<file path="src/rtl/soc_selftest.sv">
// Self-test sequencer: pulses SoC reset, runs the core, then reads back and checks registers.
// Optional SOC_SELFTEST_HALT_EN: cpu_halt ends RUN early; run_cycles expiry becomes a timeout.
module soc_selftest #(
  parameter int NUM_CHECKS   = 4,
  parameter int XLEN         = 32,
  parameter int RESET_CYCLES = 2,
  parameter int RUN_W        = 16,
  localparam int IDX_W = (NUM_CHECKS > 1) ? $clog2(NUM_CHECKS) : 1
) (
  input  logic             clk,
  input  logic             reset,
  input  logic             cfg_we,
  input  logic [IDX_W-1:0] cfg_idx,
  input  logic [4:0]       cfg_reg,
  input  logic [XLEN-1:0]  cfg_exp,
  input  logic             cfg_en,
  input  logic [RUN_W-1:0] run_cycles,
  input  logic             start,
`ifdef SOC_SELFTEST_HALT_EN
  input  logic             cpu_halt,
  output logic             timeout,
`endif
  output logic             cpu_reset_n,
  output logic [4:0]       dbg_addr,
  input  logic [XLEN-1:0]  dbg_data,
  output logic             busy,
  output logic             done,
  output logic             pass,
  output logic [IDX_W-1:0] fail_idx,
  output logic [XLEN-1:0]  fail_value
);

  localparam logic [2:0] S_IDLE = 3'd0;
  localparam logic [2:0] S_RST  = 3'd1;
  localparam logic [2:0] S_RUN  = 3'd2;
  localparam logic [2:0] S_ADDR = 3'd3;
  localparam logic [2:0] S_CMP  = 3'd4;
  localparam logic [2:0] S_DONE = 3'd5;

  localparam int RC_W = (RESET_CYCLES > 1) ? $clog2(RESET_CYCLES + 1) : 1;
  localparam logic [RC_W-1:0]  RST_LAST = RC_W'(RESET_CYCLES - 1);
  localparam logic [IDX_W-1:0] LAST     = IDX_W'(NUM_CHECKS - 1);

  logic [2:0]       state;
  logic [RC_W-1:0]  rst_cnt;
  logic [RUN_W-1:0] run_cnt;
  logic [RUN_W-1:0] run_lat;
  logic [IDX_W-1:0] idx;
  logic [IDX_W-1:0] nxt_idx;
  logic             run_expire;
  logic             cfg_ok;

  logic [4:0]            slot_reg [NUM_CHECKS];
  logic [XLEN-1:0]       slot_exp [NUM_CHECKS];
  logic [NUM_CHECKS-1:0] slot_en;

  always_comb begin
    nxt_idx    = idx + IDX_W'(1);
    run_expire = (run_lat == '0) || (run_cnt == run_lat - RUN_W'(1));
    cfg_ok     = cfg_we && !busy && (int'(cfg_idx) < NUM_CHECKS);
  end

  // Slot contents carry no reset; validity is held in slot_en.
  always_ff @(posedge clk) begin
    if (cfg_ok) begin
      slot_reg[cfg_idx] <= cfg_reg;
      slot_exp[cfg_idx] <= cfg_exp;
    end
  end

  // dbg_addr is loaded one cycle ahead of ADDR so the read data lands in CMP;
  // it only ever changes to an enabled slot's register.
  always_ff @(posedge clk) begin
    if (reset) begin
      state       <= S_IDLE;
      cpu_reset_n <= 1'b1;
      dbg_addr    <= '0;
      busy        <= 1'b0;
      done        <= 1'b0;
      pass        <= 1'b0;
      fail_idx    <= '0;
      fail_value  <= '0;
      slot_en     <= '0;
`ifdef SOC_SELFTEST_HALT_EN
      timeout     <= 1'b0;
`endif
    end else begin
      if (cfg_ok) slot_en[cfg_idx] <= cfg_en;
      case (state)
        S_IDLE, S_DONE: begin
          if (start) begin
            state       <= S_RST;
            busy        <= 1'b1;
            done        <= 1'b0;
            pass        <= 1'b0;
            fail_idx    <= '0;
            fail_value  <= '0;
            cpu_reset_n <= 1'b0;
            rst_cnt     <= '0;
            run_cnt     <= '0;
            run_lat     <= run_cycles;
            idx         <= '0;
`ifdef SOC_SELFTEST_HALT_EN
            timeout     <= 1'b0;
`endif
          end
        end
        S_RST: begin
          if (rst_cnt == RST_LAST) begin
            state       <= S_RUN;
            cpu_reset_n <= 1'b1;
          end else begin
            rst_cnt <= rst_cnt + RC_W'(1);
          end
        end
        S_RUN: begin
`ifdef SOC_SELFTEST_HALT_EN
          if (cpu_halt) begin
            state <= S_ADDR;
            if (slot_en[0]) dbg_addr <= slot_reg[0];
          end else if (run_expire) begin
            state      <= S_DONE;
            busy       <= 1'b0;
            done       <= 1'b1;
            pass       <= 1'b0;
            timeout    <= 1'b1;
            fail_idx   <= '0;
            fail_value <= '0;
          end else begin
            run_cnt <= run_cnt + RUN_W'(1);
          end
`else
          if (run_expire) begin
            state <= S_ADDR;
            if (slot_en[0]) dbg_addr <= slot_reg[0];
          end else begin
            run_cnt <= run_cnt + RUN_W'(1);
          end
`endif
        end
        S_ADDR: begin
          if (slot_en[idx]) begin
            state <= S_CMP;
          end else if (idx == LAST) begin
            state <= S_DONE;
            busy  <= 1'b0;
            done  <= 1'b1;
            pass  <= 1'b1;
          end else begin
            idx <= nxt_idx;
            if (slot_en[nxt_idx]) dbg_addr <= slot_reg[nxt_idx];
          end
        end
        S_CMP: begin
          if (dbg_data != slot_exp[idx]) begin
            state      <= S_DONE;
            busy       <= 1'b0;
            done       <= 1'b1;
            pass       <= 1'b0;
            fail_idx   <= idx;
            fail_value <= dbg_data;
          end else if (idx == LAST) begin
            state <= S_DONE;
            busy  <= 1'b0;
            done  <= 1'b1;
            pass  <= 1'b1;
          end else begin
            state <= S_ADDR;
            idx   <= nxt_idx;
            if (slot_en[nxt_idx]) dbg_addr <= slot_reg[nxt_idx];
          end
        end
        default: state <= S_IDLE;
      endcase
    end
  end

endmodule
</file>
<file path="config.mk">
export PLATFORM = sky130hd
export DESIGN_NAME = soc_selftest
export DESIGN_NICKNAME = d
export VERILOG_FILES = /design/src/rtl/soc_selftest.sv
export SDC_FILE = /design/constraint.sdc
export NUM_CORES = 1
export LEC_CHECK = 0
export ABC_CLOCK_PERIOD_IN_PS = 10710
export CAP_MARGIN = 0
export CORE_ASPECT_RATIO = 2
export CORE_MARGIN = 3
export CORE_UTILIZATION = 38
export CTS_CLUSTER_SIZE = 30
export DETAILED_ROUTE_END_ITERATION = 8
export GPL_TIMING_DRIVEN = 0
export HOLD_SLACK_MARGIN = 0.05
export PLACE_DENSITY = 0.7
export SLEW_MARGIN = 20
export SYNTH_ARGS = -nofsm -noshare
export SYNTH_HDL_FRONTEND = slang
export SYNTH_SLANG_ARGS = --single-unit
</file>
<file path="constraint.sdc">
create_clock -name clk -period 10.71 [get_ports clk]
set_clock_uncertainty 0.15 [all_clocks]
set_input_delay 1.6065 -clock clk [delete_from_list [all_inputs] [get_ports clk]]
set_output_delay 1.6065 -clock clk [all_outputs]
set_load 0.01 [all_outputs]
</file>
==> results of run 1 <==
## Yosys cell counts, drive strengths merged, types with 9 or more instances
| cell | instances | area (sq um) |
|---|---|---|
| xor2 | 43 | 377 |
| edfxtp | 184 | 5530 |
| inv | 15 | 56.3 |
| nand3 | 77 | 385 |
| o211ai | 9 | 67.6 |
| nor2 | 40 | 150 |
| a21oi | 52 | 260 |
| nand4 | 9 | 56.3 |
| dfxtp | 52 | 1040 |
| clkbuf | 26 | 97.6 |
| nor4 | 12 | 75.1 |
| mux4 | 30 | 676 |
| xnor2 | 26 | 228 |
| nor3 | 9 | 45.0 |
| buf | 15 | 97.6 |
| nand2 | 17 | 63.8 |
| mux2i | 18 | 180 |
## worst max-delay path: cells and delay by family
family          cells  cell delay (ps)
compound gates      1              180
xor+xnor            1              200
buf+inv             3             1080
simple gates        5             1560
## routing by layer
layer / vias to the layer above / global-route usage (%)
met5: - / 0
met4: 0 / 6.05
met3: 31 / 2.42
met2: 198 / 34.7
met1: 3325 / 19.1
li1: 3089 / -
## kinds of logic (layout without fill, tap and decap cells)
group / Yosys count / count (layout) / share of synthesized area (%)
muxes: 50 / 50 / 8.71
adders and majority gates: 6 / 6 / 0.745
and+or+nand+nor: 198 / 198 / 10.1
buffers and inverters: 56 / 239 / 2.49
AOI/OAI and AO/OA: 102 / 102 / 6.85
DFF: 236 / 236 / 65.1
xor gates and xnor gates: 69 / 69 / 5.99
## power groups by stage
stage	logic, W	registers [W]	clock network [W]
floorplan	0.000387	0.00113	0
global placement	0.000566	0.00114	0
detailed placement	0.000582	0.00114	0
CTS	0.000586	0.00112	0.000809
global route	0.000628	0.00113	0.000845
finish	0.000578	0.00112	0.000791
## per-stage QoR
step,cell area (sq um),utilization (%),setup WS [ps],power [W]
global placement,11800,45.8,2510,0.00171
finish,12700,49.0,6340,0.00249
CTS,12700,49.0,6300,0.00252
floorplan,10100,-,5350,0.00152
global route,12700,49.0,6240,0.00260
detailed placement,12000,46.3,5800,0.00173
## cell type report
type	count	area share (%)
flip-flops and latches	236	51.8
multi-input cells	425	25.9
repair buffers	141	11.3
clock buffers	31	4.77
well taps	340	3.35
plain buffers	41	1.54
clock inverters	11	0.917
inverters	15	0.444
## worst max-delay path by stage
stage                 start              to  slack (ps)  cells past startpoint
2_1_floorplan        cfg_we      slot_en[0]        5350                      4
3_3_place_gp         cfg_we      slot_en[0]        2510                      5
3_5_place_dp   dbg_data[27]  fail_value[14]        5800                     10
4_1_cts        dbg_data[27]  fail_value[14]        6300                     10
5_1_grt        dbg_data[28]  fail_value[19]        6240                     10
6_report       dbg_data[27]  fail_value[14]        6340                     10
## cell usage in the layout, fill, tap and decap left out, types with 6 or more instances in the layout
master and instances:
clkbuf_16 23, nand3_1 77, ha_1 6, edfxtp_1 184
mux2i_1 18, nand2_1 17, o211ai_1 9, clkdlybuf4s50_1 133
a21oi_1 51, clkbuf_1 34, buf_2 6, inv_1 15
nor4_1 12, nand4_1 9, dfxtp_1 52, xnor2_1 26
xor2_1 43, nand2b_1 7, nor2_1 38, mux4_2 30
nor3_1 9
==> impl_metrics.ini, run 1 <==
[final_layout]
largest_reg_flops = 128
n_antenna_cell = 0
finalNetCount = 981
filler_cell_count = 2255
drive_above_1_share_pct = 10.7
area_growth_pct = 25.8
fin_cells = 1240
regArea_sq_um = 6570
multi_input_area_sq_um = 3290

[flow_run]
maxCapViolCount = 0

[sta]
final_max_slew_viol_count = 0
finalCritPeriodShare_pct = 40.8
hold_viol_final = 0
hold_ws_ps = 321
max_freq_ghz = 0.229
grt_setup_unrepaired = false
finalSetupViolCount = 0
relSlewSlack_pct = 36.6
tightest_slew_ps = 951
finalCriticalPeriod_ps = 4370
setup_tns_ps = 0

[detailed_routing]
wl_met3_mm = 1.15
met1_length_mm = 9.22
drtAntennaViolNets = 0
drt_iter0_markers = 420
dr_wl_met2_mm = 14.5
wirelength_mm = 25.6
drc = 0
num_vias = 6643
dr.pass1.iters = 5
via_per_inst = 5.36
top_layer = met4
wire_per_inst_um = 20.6

[yosys]
ys_async_sr_fraction_pct = 0
synth_cells = 717
syn_area_per_cell_sq_um = 14.1
ys_ff_latch = 236
ys.flop_type = edfxtp_1
synthesis.area_sq_um = 10100
synth_warnings = 0
synth_edf_count = 184
syn-num-nets = 815
ys_seq_area_share_pct = 65.1
synth.distinct_cells = 57

[floorplan]
io_pins = 135
core_sq_um = 25900
die_x_um = 121
rows = 83
initial_core_util_pct = 39.0
die_area_sq_um = 28600
die_h_um = 236

[clocking]
post_cts_resize_count = 0
post_cts_buffers = 0
clk_latency_ps = 530
holdBufCountCts = 0
cts-htree-levels = 1
cts_num_sinks = 236
path_clk_slew_ps = 60
clock_path_buffers = 3
root_buffer = clkbuf_16
numCtsBuffers = 23
cts_tree = built

[worst_setup_path]
crit_required_ps = 10990
end_kind = flop
slowest_stage = or4_4
critPathMaxStageDelay_ps = 620
critPathKind = in2reg
ff2ff_path_depth = 12
rr_endpoint = fail_value[14]
cp_cell_sequence = clkdlybuf4s50_1 -> xor2_1 -> nor4_1 -> nand4_1 -> or4_4 -> nand2_1 -> buf_2 -> buf_2 -> nand3_1 -> a21oi_1
cp_max_fo = 10
r2r_slack_ps = 6450
arrival_ps = 4650
cpMostUsedCell = buf_2
start_kind = primary input

[grt]
antenna_found_initial = 0
grt_pass1_vias = 6901
grt_pass1_wl_mm = 39.0
grt_remaining_overflow = 0
grt_max_degree = 22
grt_usage_pct = 17.8

[power]
swShare_pct = 28.8
pwr-share-comb_pct = 23.2
peakVddDrop_mv = 0.151
p_leak_nw = 4.13
p_seq_share_pct = 45.1
power.internal_w = 0.00178
clockPowerShare_pct = 31.7
p_per_area_nw_per_um2 = 197
netSwitchingPower_w = 0.000717

[hold_path]
whs_path_depth = 2
hold_class = reg2reg
min_from = fail_idx[1]
whs_endpoint = fail_idx[1]

[place]
placed_cells = 1198
gp_congestion = 0.873
io_buffers = 133
hpwl_mm = 18.7

[run_status]
run_status = complete, no violations
(Power assumes the default switching activity.)
==> inputs of run 2 (changes only) <==
--- a/config.mk
+++ b/config.mk
@@ -5,7 +5,7 @@
 export SDC_FILE = /design/constraint.sdc
 export NUM_CORES = 1
 export LEC_CHECK = 0
-export ABC_CLOCK_PERIOD_IN_PS = 10710
+export ABC_CLOCK_PERIOD_IN_PS = 4200
 export CAP_MARGIN = 0
 export CORE_ASPECT_RATIO = 2
 export CORE_MARGIN = 3
==> constraint.sdc (replaced) <==
create_clock -name clk -period 4.2 [get_ports clk]
set_clock_uncertainty 0.15 [all_clocks]
set_input_delay 0.63 -clock clk [delete_from_list [all_inputs] [get_ports clk]]
set_output_delay 0.63 -clock clk [all_outputs]
set_load 0.01 [all_outputs]
==> impl_metrics.ini, run 2 (synthesis results as in run 1) <==
[power]
p_total_w = 0.00631
p_leak_nw = 4.12
peakVddDrop_mv = 0.344
p_per_area_nw_per_um2 = 497

[worst_setup_path]
path_buf_inv = 4
end_kind = flop
crit_required_ps = 4490
rr_endpoint = fail_value[18]
critPathMaxStageDelay_ps = 630
cpMostUsedCell = buf_2
cp_cell_sequence = buf_2 -> buf_2 -> mux4_2 -> xor2_1 -> nor4_1 -> nand4_1 -> or4_4 -> nand2_1 -> buf_2 -> buf_2 -> nand3_1 -> a21oi_1
crit_family = simple AND/OR/NAND/NOR gates
cp_max_fo = 10
ff2ff_path_depth = 12
arrival_ps = 4360
critPathKind = reg2reg
slowest_stage = or4_4
r2r_slack_ps = 130
start_kind = flop

[final_layout]
area_growth_pct = 25.8
finalNetCount = 978
fin_cells = 1237
layout_common_cells = edfxtp_1, clkdlybuf4s50_1, nand3_1, dfxtp_1, a21oi_1
layout_commonest_cell = edfxtp_1
drive_above_1_share_pct = 10.7
filler_cell_count = 2204
largest_reg_flops = 128

[clocking]
post_cts_buffers = 0
cts_tree = built
path_clk_slew_ps = 70
clk_latency_ps = 520
cts_num_sinks = 236
numCtsBuffers = 22
root_buffer = clkbuf_16
cts-htree-levels = 1
clock_path_buffers = 3

[floorplan]
core_sq_um = 25900
die_area_sq_um = 28600
initial_core_util_pct = 39.0
die_x_um = 121
rows = 83
die_h_um = 236
io_pins = 135

[grt]
gr-usage-met3_pct = 2.52
grtUsageMet2_pct = 34.6
antenna_found_initial = 1
busiest_layer = met2
grt_pass1_vias = 6926
grt_pass1_wl_mm = 39.3
grt_max_degree = 39
grt_usage_pct = 17.9
grt_remaining_overflow = 0
globalRouteMet1Util_pct = 19.2

[detailed_routing]
wirelength_mm = 26.2
drt_iter0_markers = 469
drtAntennaViolNets = 0
dr.pass1.iters = 5
wire_per_inst_um = 21.2
drc = 0
num_vias = 6641
via_per_inst = 5.37

[sta]
finalCriticalPeriod_ps = 4070
relSlewSlack_pct = 34.7
finalCritPeriodShare_pct = 96.9
final_max_slew_viol_count = 0
finalSetupViolCount = 0
hold_viol_final = 0
max_freq_ghz = 0.246
tightest_slew_ps = 979
grt_setup_unrepaired = false

[run_status]
run_status = complete, no violations

[place]
gp_congestion = 0.863
hpwl_mm = 18.9
io_buffers = 133
placed_cells = 1196

[flow_run]
maxCapViolCount = 0

[hold_path]
whs_path_depth = 2
min_from = fail_value[7]
hold_class = reg2reg
whs_endpoint = fail_value[7]
run 2: changes by cell type in the layout (fill, tap and decap cells not counted), moves of 2 or more:
cell and delta:
buf_4 -4, clkbuf_1 -4, inv_6 -3, buf_12 -2, buf_8 +2, clkbuf_8 +2
clkinv_4 +2, clkinvlp_4 +2
run 2: worst reg2reg max path, delay by kind of cell, from the launching register on:
family                 cells  cell delay, ps
AND/OR/NAND/NOR            5            1630
AO/OA/AOI/OAI              1             170
flip-flops                 1             300
buffers and inverters      4            1220
XOR/XNOR                   1             160
multiplexers               1             370
run 2: layout make-up:
| class | count | area [sq um] | share of cell area (%) |
|---|---|---|---|
| Sequential cell | 236 | 6570 | 51.8 |
| Multi-Input combinational cell | 425 | 3300 | 26.0 |
| Timing Repair Buffer | 139 | 1430 | 11.3 |
| Clock buffer | 30 | 622 | 4.90 |
| Tap cell | 340 | 425 | 3.35 |
| Buffer | 41 | 196 | 1.55 |
| Clock inverter | 10 | 87.6 | 0.691 |
| Inverter | 15 | 56.3 | 0.444 |
| Antenna cell | 1 | 2.50 | 0.0197 |
run 2: through the flow:
stage                     area, sq um  hold WS [ps]  utilization (%)  setup WS [ps]  setup TNS [ps]
after floorplan                 10100           310                -            790               0
after global placement          11800           306             45.8           -969          -62770
after detailed placement        12000           307             46.3           -149           -2850
after CTS                       12700           316             49.0           77.3               0
after global routing            12700           339             49.0           12.8               0
final                           12700           315             49.0            131               0
run 2: how the worst max path moves through the flow:
stage | startpoint | endpoint | slack (ps) | cells after the start
floorplan | run_lat[9] | run_cnt[0] | 790 | 7
global route | flop | fail_value[23] | 10 | 12
finish | flop | fail_value[18] | 130 | 12
CTS | flop | fail_value[19] | 80 | 12
detailed placement | flop | fail_value[20] | -150 | 12
global placement | cfg_we | slot_exp[2][7] | -970 | 4
run 2: what timing repair did:
action,CTS,global route
gates resized for setup,1,1
endpoints found under the setup margin,36,2
hold buffers,0,0
run 2: where the power goes:
group	switching, W	internal, W
clock	0.000850	0.00111
combinational	0.000836	0.000646
sequential	0.000129	0.00274
run 2: per-layer routing:
metal	vias up	part of all wire, %
met3	39	5.3
li1	3080	-
met1	3293	35
met5	-	0
met2	229	57
met4	0	3.1
